### config.mk
export PLATFORM = sky130hd
export DESIGN_NAME = display_scan_controller
export DESIGN_NICKNAME = d
export VERILOG_FILES = /design/src/rtl/seg7_pkg.sv /design/src/rtl/hex_to_seg7.sv /design/src/rtl/display_scan_controller.sv
export SDC_FILE = /design/constraint.sdc
export NUM_CORES = 1
export LEC_CHECK = 0
export ABC_CLOCK_PERIOD_IN_PS = 7400
export CAP_MARGIN = 10
export CORE_MARGIN = 2
export CORE_UTILIZATION = 34
export DETAILED_ROUTE_END_ITERATION = 10
export GPL_ROUTABILITY_DRIVEN = 0
export SYNTH_ARGS = -nofsm -noshare
export SYNTH_HDL_FRONTEND = slang
export SYNTH_HIERARCHICAL = 1
export SYNTH_SLANG_ARGS = --single-unit
export TNS_END_PERCENT = 20
### constraint.sdc
create_clock -name clk -period 7.4 [get_ports clk]
set_clock_uncertainty 0.1 [all_clocks]
set_input_delay 1.11 -clock clk [delete_from_list [all_inputs] [get_ports clk]]
set_output_delay 1.11 -clock clk [all_outputs]
set_load 0.03 [all_outputs]
### src/rtl/seg7_pkg.sv
// Shared constants for the seven-segment scan controller: digit count,
// hex-to-segment table and select decoding.
package seg7_pkg;

    localparam int unsigned NDIG  = 8;
    localparam int unsigned SEL_W = 3;
    localparam int unsigned SEG_W = 7;

    // Segment patterns {g,f,e,d,c,b,a}, indexed by nibble value.
    localparam logic [15:0][SEG_W-1:0] HEX7 = {
        7'h71, 7'h79, 7'h5E, 7'h39, 7'h7C, 7'h77, 7'h6F, 7'h7F,
        7'h07, 7'h7D, 7'h6D, 7'h66, 7'h4F, 7'h5B, 7'h06, 7'h3F
    };

    function automatic logic [NDIG-1:0] one_hot8(input logic [SEL_W-1:0] s);
        return NDIG'(1) << s;
    endfunction

endpackage

### src/rtl/hex_to_seg7.sv
// Combinational nibble to seven-segment decoder.
module hex_to_seg7
    import seg7_pkg::*;
(
    input  logic [3:0]       nibble,
    output logic [SEG_W-1:0] seg_c
);

    assign seg_c = HEX7[nibble];

endmodule

### src/rtl/display_scan_controller.sv
// Scans eight hex digits onto a multiplexed seven-segment display with
// per-digit masks, select blanking at digit changes and per-frame snapshots.
module display_scan_controller
    import seg7_pkg::*;
#(
    parameter int unsigned DIV   = 50000,
    parameter int unsigned BLANK = 4,
    parameter int unsigned CW    = 16
) (
    input  logic                      clk,
    input  logic                      rst_n,
    input  logic                      en,
    input  logic [4*NDIG-1:0]         data,
    input  logic [NDIG-1:0]           dp_mask,
    input  logic [NDIG-1:0]           dig_mask,
    output logic [NDIG-1:0]           select,
    output logic [SEG_W:0]            seg,
    output logic [SEL_W-1:0]          sel,
    output logic                      frame_done
);

    localparam logic [CW-1:0]    CNT_MAX  = CW'(DIV - 1);
    localparam logic [CW-1:0]    BLANK_C  = CW'(BLANK);
    localparam logic [SEL_W-1:0] LAST_SEL = SEL_W'(NDIG - 1);

    logic [CW-1:0]       cnt_q, cnt_d;
    logic [SEL_W-1:0]    sel_q, sel_d;
    logic                en_q, en_d;
    logic [4*NDIG-1:0]   data_s_q, data_s_d;
    logic [NDIG-1:0]     dp_s_q, dp_s_d;
    logic [NDIG-1:0]     dig_s_q, dig_s_d;
    logic [NDIG-1:0]     select_q, select_d;
    logic [SEG_W:0]      seg_q, seg_d;
    logic                frame_done_q, frame_done_d;

    logic                first_c;
    logic                tick_c;
    logic                wrap_c;
    logic [4*NDIG-1:0]   src_data_c;
    logic [NDIG-1:0]     src_dp_c;
    logic [NDIG-1:0]     src_dig_c;
    logic [3:0]          nibble_c;
    logic [SEG_W-1:0]    seg7_c;

    // On the first enabled cycle the snapshot is still stale, so the
    // output path reads the live inputs it is about to capture.
    always_comb begin
        first_c    = en && !en_q;
        tick_c     = (cnt_q == CNT_MAX);
        wrap_c     = tick_c && (sel_q == LAST_SEL);
        src_data_c = first_c ? data     : data_s_q;
        src_dp_c   = first_c ? dp_mask  : dp_s_q;
        src_dig_c  = first_c ? dig_mask : dig_s_q;
        nibble_c   = 4'(src_data_c >> {sel_q, 2'b00});
    end

    hex_to_seg7 u_hex_to_seg7 (
        .nibble (nibble_c),
        .seg_c  (seg7_c)
    );

    // Divider, slot counter, snapshot and registered display outputs.
    always_comb begin
        cnt_d        = cnt_q;
        sel_d        = sel_q;
        en_d         = en;
        data_s_d     = data_s_q;
        dp_s_d       = dp_s_q;
        dig_s_d      = dig_s_q;
        select_d     = select_q;
        seg_d        = seg_q;
        frame_done_d = 1'b0;

        if (!en) begin
            cnt_d    = '0;
            sel_d    = '0;
            select_d = '0;
            seg_d    = '0;
        end else begin
            cnt_d        = tick_c ? '0 : cnt_q + CW'(1);
            sel_d        = tick_c ? sel_q + SEL_W'(1) : sel_q;
            frame_done_d = wrap_c;
            select_d     = (cnt_q >= BLANK_C && src_dig_c[sel_q]) ? one_hot8(sel_q) : '0;
            seg_d        = src_dig_c[sel_q] ? {src_dp_c[sel_q], seg7_c} : '0;
            if (first_c || wrap_c) begin
                data_s_d = data;
                dp_s_d   = dp_mask;
                dig_s_d  = dig_mask;
            end
        end
    end

    always_ff @(posedge clk or negedge rst_n) begin
        if (!rst_n) begin
            cnt_q        <= '0;
            sel_q        <= '0;
            en_q         <= 1'b0;
            data_s_q     <= '0;
            dp_s_q       <= '0;
            dig_s_q      <= '0;
            select_q     <= '0;
            seg_q        <= '0;
            frame_done_q <= 1'b0;
        end else begin
            cnt_q        <= cnt_d;
            sel_q        <= sel_d;
            en_q         <= en_d;
            data_s_q     <= data_s_d;
            dp_s_q       <= dp_s_d;
            dig_s_q      <= dig_s_d;
            select_q     <= select_d;
            seg_q        <= seg_d;
            frame_done_q <= frame_done_d;
        end
    end

    assign select     = select_q;
    assign seg        = seg_q;
    assign sel        = sel_q;
    assign frame_done = frame_done_q;

endmodule

==> metrics.md, run 1 <==
| Metric | Value |
|---|---|
| Worst reg2reg path startpoint | `en_q$_DFF_PN0_` |
| DRC viols | `0` |
| Mean post-synth cell area | `13.6 µm²` |
| Cell Pwr Density | `between 200 and 250 nW/µm²` |
| Final hold violations | `0` |
| Synth Register Bits | `85` |
| Clk root buf | `clkbuf_16` |
| I/O pin count | `71` |
| Register-to-register setup slack | `between 3 and 4 ns` |
| Global-route wire length before repair | `15,500 µm` |
| Dpl cells | `around 560` |
| Post-CTS setup buffers | `0` |
| WP data required | `between 7 and 8 ns` |
| Net Count, Synth | `399` |
| Library cells used by synthesis | `a little over 40` |
| Vias per inst | `4.89` |
| Final period util | `a little over three fifths` |
| WHS | `0.403 ns` |
| Setup TNS | `0 ns` |
| Max clock buf depth | `2` |
| Post-Syn Area | `4530 µm²` |
| DRT Pass-1 Iters | `4` |
| FF-to-FF path depth | `8` |
| TritonCTS buffer count | `9` |
| P_int | `0.000898 W` |
| Largest area contributor in the netlist | `dfrtp_1` |
| FFs w/ async S/R, synth | `between 90% and 100%` |
| Switch Pwr | `about 0.00029 W` |
| Util after Layout | `42.8%` |
| CTS Hold Bufs | `0` |
| CTS tree | `done` |
| Hold Path End | `dig_s_q[6]$_DFFE_PN0P_` |
| Vias in the first global route | `~3k` |
| Core ar. | `13,100 µm²` |
| Share of cells above drive strength 1 | `25.2%` |
| WL final | `between 9000 and 10,000 µm` |
| Fillers | `around 1.2k` |
| Crit-path max FO | `27` |
| Number of synthesized flops with an enable pin | `0` |
| Final setup violating endpoints | `0` |
| Worst reg2reg endpoint | `seg[3]$_DFF_PN0_` |
| Rel. slew slack | `28.2%` |
| WP data arrival | `4.76 ns` |
| Static Leakage | `2.36 nW` |
| Input/output buffers | `70` |
| Initial antenna violation count | `0` |
| PostCTS Resize Cnt | `0` |
| Reg power frac | `44.9%` |
| Status | `completed` |
| Logic pwr share | `18.2%` |
| Max_cap viols | `0` |
| F_max | `about 0.22 GHz` |
| Fin area | `about 5600 µm²` |
| Top cell type's share of synthesized area | `47.0%` |
| Area contributors post-synth | `dfrtp_1, mux4_2, mux2_2` |
| Gate count of the mapped netlist | `333` |
| Die height | `119 µm` |
| Most numerous cell in the Yosys netlist | `dfrtp_1` |
| Post-route ant nets | `0` |
| Power share of the clock group | `36.9%` |
| Type of the worst min-delay path | `flip-flop to flip-flop` |
| YS warnings | `6` |
| Worst vdd ir | `0.132 mV` |
| Hold Path Depth | `1` |
| Gr ovfl total | `0` |
| Pin count of the biggest net entering global routing | `86` |
| Commonest cells in the netlist | `dfrtp_1, mux2_2, mux4_2, nor2_1, mux2_4` |
| H-tree levels | `3` |
| Sw Ratio | `24.3%` |
| Top FF cell, synth | `dfrtp_1` |
| Finished Layout Cells | `580` |
| Initial Utilization | `34.5%` |
| Per-cell routed wire length | `16.2 µm` |
| Worst Setup End Kind | `flip-flop` |
| RSZ-0062 raised after global routing | `no` |
| Sinks on Clock Net | `85` |
| Critical Path Source Type | `input port` |
| Final HPWL DP | `between 6000 and 7000 µm` |
| Post-synthesis sequential area ratio | `47.0%` |
| Worst-path clk slew | `0.06 ns` |
| Hold_sp | `dig_s_q[6]$_DFFE_PN0P_` |
| Critical path type | `input port to flip-flop` |
| Pins Over Slew Limit | `0` |
| Final critical-path required period | `4.63 ns` |
| Die width | `119 µm` |
| Worst Max-Slew Pin Slew | `1.08 ns` |
| Die area | `14,300 µm²` |
| Skew-Pair Late Insertion Delay | `0.34 ns` |
| Placed instance area | `5330 µm²` |
| Layout area overhead | `24.3%` |
| # rows | `42` |
| Gr usage total | `14.1%` |
| DRT iter0 DRCs | `153` |
| Fin nets | `465` |
| Via count | `2,839` |
| Antenna cell count | `0` |
[logic make-up (layout without fill, tap and decap cells)]
| logic type | Yosys count | in the layout | share of synthesized area (%) |
|---|---|---|---|
| and+or+nand+nor | 83 | 83 | 9.40 |
| AOI/OAI and AO/OA | 20 | 20 | 3.26 |
| DFF | 85 | 85 | 47.0 |
| buffers and inverters | 27 | 98 | 3.68 |
| xor gates and xnor gates | 15 | 15 | 2.90 |
| muxes | 88 | 88 | 29.6 |
| adders and majority gates | 15 | 15 | 4.15 |
[power by group through the flow]
stage / registers, W / clock network [W] / logic [W]
CTS: 0.000533 / 0.000451 / 0.000218
finish: 0.000533 / 0.000438 / 0.000216
global route: 0.000539 / 0.000468 / 0.000235
global placement: 0.000540 / 0 / 0.000213
detailed placement: 0.000541 / 0 / 0.000218
floorplan: 0.000546 / 0 / 0.000137
[area by class of cell]
class | count | area, µm² | share of cell area, %
multi-input cells | 221 | 2240 | 39.7
clock inverters | 7 | 66.3 | 1.18
inverters | 10 | 37.5 | 0.667
repair buffers | 72 | 713 | 12.7
well taps | 176 | 220 | 3.91
flip-flops and latches | 85 | 2130 | 37.8
clock buffers | 9 | 225 | 4.00
[registers in the layout, indices dropped and copies added, names as in the netlist]
signal,count
dig_s_q,8
dp_s_q,8
select,8
frame_done,1
sel,3
cnt_q,16
en_q,1
seg,8
data_s_q,32
[per-layer routing]
metal,wire length (µm),track usage (%),share of wire (%),up-vias
li1,-,-,-,1331
met1,4450,19.4,47,1446
met2,4460,21.8,47,52
met3,350,2.92,3.7,10
met4,142,5.51,1.5,0
met5,0,0,0,-
[worst max-delay path, cell delays in order]
cell,delay (ns)
clkdlybuf4s50_1,0.63
nand2b_2,0.77
mux4_2,0.60
mux4_2,0.55
inv_1,0.15
ha_1,0.26
inv_1,0.06
mux4_1,0.46
and2_1,0.15
[worst max path at each step]
stage | from | end | slack (ns) | cells after the start
global route | en | seg[3]$_DFF_PN0_ | 2.46 | 9
CTS | en | seg[3]$_DFF_PN0_ | 2.71 | 9
global placement | en | seg[3]$_DFF_PN0_ | 2.45 | 9
floorplan | en | seg[3]$_DFF_PN0_ | 3.50 | 10
finish | en | seg[3]$_DFF_PN0_ | 2.77 | 9
detailed placement | en | seg[3]$_DFF_PN0_ | 2.35 | 9
[cell usage in the layout (no fill, tap or decap), types with 10 or more instances in the layout]
| master | instances |
|---|---|
| nand2_1 | 11 |
| mux2_2 | 35 |
| nor2_1 | 24 |
| mux4_2 | 24 |
| xor2_1 | 11 |
| inv_1 | 10 |
| mux2_4 | 20 |
| nand3_1 | 12 |
| clkdlybuf4s50_1 | 69 |
| ha_1 | 15 |
| dfrtp_1 | 85 |
| and2_1 | 11 |
[per-stage QoR]
stage               worst slack [ns]  power (W)
finish                          2.77    0.00119
global route                    2.46    0.00124
CTS                             2.71    0.00120
detailed placement              2.35   0.000759
global placement                2.45   0.000752
floorplan                       3.50   0.000684
(Power assumes the default switching activity.)
==> run 2: changes to the inputs <==
--- a/config.mk
+++ b/config.mk
@@ -5,7 +5,7 @@
 export SDC_FILE = /design/constraint.sdc
 export NUM_CORES = 1
 export LEC_CHECK = 0
-export ABC_CLOCK_PERIOD_IN_PS = 7400
+export ABC_CLOCK_PERIOD_IN_PS = 4750
 export CAP_MARGIN = 10
 export CORE_MARGIN = 2
 export CORE_UTILIZATION = 34
==> constraint.sdc (replaced) <==
create_clock -name clk -period 4.75 [get_ports clk]
set_clock_uncertainty 0.1 [all_clocks]
set_input_delay 0.7125 -clock clk [delete_from_list [all_inputs] [get_ports clk]]
set_output_delay 0.7125 -clock clk [all_outputs]
set_load 0.03 [all_outputs]
==> run 2 against run 1 <==
First-iteration DRC count decreased by 4.6%. Non-clock buffer count increased by 3. Core utilization increased by 0.50 points. Critical path depth unchanged. Wire length increased by 2.9%. Flip-flop and latch count unchanged. Power increased by 64%. Final cell count increased by 0.52%. Critical path type unchanged. Highest routed layer unchanged. Hold slack improved by 0.0013 ns.
==> metrics.md, run 2 (synthesis gave the netlist of run 1 again) <==
| Metric | Value |
|---|---|
| DRC viols | `0 (unchanged)` |
| Pin count of the biggest net entering global routing | `86 (unchanged)` |
| WP data required | `4.87 ns (was 7.53 ns)` |
| Util after Layout | `43.3% (was 42.8%)` |
| Vias in the first global route | `2,968 (was 2,949)` |
| Die width | `119 µm (unchanged)` |
| Final critical-path required period | `3.89 ns` |
| Cell Pwr Density | `342 nW/µm² (was 211 nW/µm²)` |
| Die area | `14,300 µm² (unchanged)` |
| Worst Max-Slew Pin Slew | `1.08 ns (about the same)` |
| Antenna cell count | `0 (unchanged)` |
| TritonCTS buffer count | `9 (unchanged)` |
| Max reg flops | `32 (unchanged)` |
| Fin nets | `468 (was 465)` |
| Gr usage total | `14.2% (was 14.1%)` |
| WL final | `9680 µm (was 9410 µm)` |
| CTS Hold Bufs | `0 (unchanged)` |
| Die height | `119 µm (unchanged)` |
| Critical path type | `input port to flip-flop (unchanged)` |
| Post-Place Worst Slack | `0.458 ns (was 2.35 ns)` |
| Max clock buf depth | `2 (unchanged)` |
| Setup TNS | `0 ns (unchanged)` |
| Type of the worst min-delay path | `flip-flop to flip-flop (unchanged)` |
| Via count | `2,857 (was 2,839)` |
| Final period util | `81.8%` |
| CTS tree | `done (unchanged)` |
| Worst Setup End Kind | `flip-flop (unchanged)` |
| Final hold violations | `0 (unchanged)` |
| RSZ-0062 raised after global routing | `no (unchanged)` |
| # rows | `42 (unchanged)` |
| Layout area overhead | `25.7% (was 24.3%)` |
| Biggest regs | `data_s_q (32), cnt_q (16) (unchanged)` |
| Sinks on Clock Net | `85 (unchanged)` |
| Initial Utilization | `34.5% (unchanged)` |
| FF-to-FF path depth | `8 (unchanged)` |
| Top reg by flops | `data_s_q (unchanged)` |
| Status | `completed (unchanged)` |
| Core ar. | `13,100 µm² (unchanged)` |
| Rel. slew slack | `28.1% (was 28.2%)` |
| WHS | `0.404 ns (was 0.403 ns)` |
| Clk root buf | `clkbuf_16 (unchanged)` |
| Worst-path clk slew | `0.06 ns (about the same)` |
| Crit-path max FO | `19 (was 27)` |
| Total power | `0.00195 W (was 0.00119 W)` |
| Max incr delay on CP | `0.60 ns (was 0.77 ns)` |
| Vias per inst | `4.90 (was 4.89)` |
| Post-CTS setup buffers | `0 (unchanged)` |
| Static Leakage | `2.39 nW (was 2.36 nW)` |
| Final HPWL DP | `6740 µm (was 6560 µm)` |
| F_max | `between 0.2 and 0.3 GHz` |
| Pins Over Slew Limit | `0 (unchanged)` |
| Final setup violating endpoints | `0 (unchanged)` |
| Max_cap viols | `0 (unchanged)` |
| DRT Pass-1 Iters | `4 (unchanged)` |
| Commonest non-fill, non-tap cell in the layout | `dfrtp_1 (unchanged)` |
| Crit path depth | `9 (unchanged)` |
| Worst setup margin | `0.863 ns (was 2.77 ns)` |
| H-tree levels | `3 (unchanged)` |
| DRT iter0 DRCs | `146 (was 153)` |
| I/O pin count | `71 (unchanged)` |
| Bufs and invs on worst path | `3 (unchanged)` |
| WP data arrival | `4.01 ns (was 4.76 ns)` |
| Post-route ant nets | `0 (unchanged)` |
| Gr ovfl total | `0 (unchanged)` |
| Slowest CP cell | `mux4_2 (was nand2b_2)` |
| Input/output buffers | `70 (unchanged)` |
| Per-cell routed wire length | `16.6 µm (was 16.2 µm)` |
| Share of cells above drive strength 1 | `25.8% (was 25.2%)` |
| Critical Path Source Type | `input port (unchanged)` |
| CP Cell Sequence | `clkdlybuf4s50_1 > nand2b_2 > mux4_2 > mux4_2 > inv_1 > ha_1 > inv_1 > mux4_1 > and2_1 (unchanged)` |
| Commonest non-fill, non-tap cells in the layout | `dfrtp_1, clkdlybuf4s50_1, mux2_2, nor2_1, mux4_2 (unchanged)` |
| PostCTS Resize Cnt | `0 (unchanged)` |
| Global-route wire length before repair | `15,800 µm (was 15,500 µm)` |
| Initial antenna violation count | `0 (unchanged)` |
| Kind of cell adding the most delay to the critical path | `multiplexers (unchanged)` |
| Worst vdd ir | `0.209 mV (was 0.132 mV)` |
| Skew-Pair Late Insertion Delay | `0.34 ns (about the same)` |
| Hold Path Depth | `1 (unchanged)` |
-- run 2: cell types whose count changed in the layout (fill, tap and decap cells not counted), sizes merged --
cell | before | now
clkinv | 5 | 1
clkbuf | 9 | 11
bufinv | 1 | 2
buf | 3 | 6
inv | 10 | 11
-- run 2: path summary, 6_finish.rpt --
path / from / to / slack (ns)
max: en / seg[3]$_DFF_PN0_ / 0.86
min: data_s_q[13]$_DFFE_PN0P_ / data_s_q[13]$_DFFE_PN0P_ / 0.40
max reg2reg: en_q$_DFF_PN0_ / seg[3]$_DFF_PN0_ / 1.33
min reg2reg: data_s_q[13]$_DFFE_PN0P_ / data_s_q[13]$_DFFE_PN0P_ / 0.40
max in group asynchronous: rst_n / frame_done$_DFF_PN0_ / 3.38
min in group asynchronous: rst_n / data_s_q[14]$_DFFE_PN0P_ / 0.46
-- run 2: per-stage QoR --
stage          instance area, µm²  cells
2_1_floorplan                4530    333
3_3_place_gp                 5360    567
3_5_place_dp                 5360    567
4_1_cts                      5690    583
5_1_grt                      5690    583
6_report                     5690    583
-- run 2: where the power goes --
part | total, W | internal (W) | switching, W | leakage, nW
Clock | 0.000776 | 0.000490 | 0.000286 | 0.162
Combinational | 0.000341 | 0.000200 | 0.000140 | 1.16
Sequential | 0.000830 | 0.000795 | 0.0000345 | 1.07
-- run 2: final cells by class --
| cell class | instances | area [µm²] |
|---|---|---|
| Clock buffer | 11 | 253 |
| Clock inverter | 5 | 81.3 |
| Fill cell | 1239 | 7450 |
| Inverter | 10 | 37.5 |
| Multi-Input combinational cell | 221 | 2240 |
| Sequential cell | 85 | 2130 |
| Tap cell | 176 | 220 |
| Timing Repair Buffer | 75 | 736 |
-- run 2: layer usage --
layer	wire length, µm	part of all wire, %	global-route usage (%)
met3	326	3.4	3.07
met2	4700	49	23.0
met4	114	1.2	4.63
met1	4530	47	19.2
met5	0	0	0
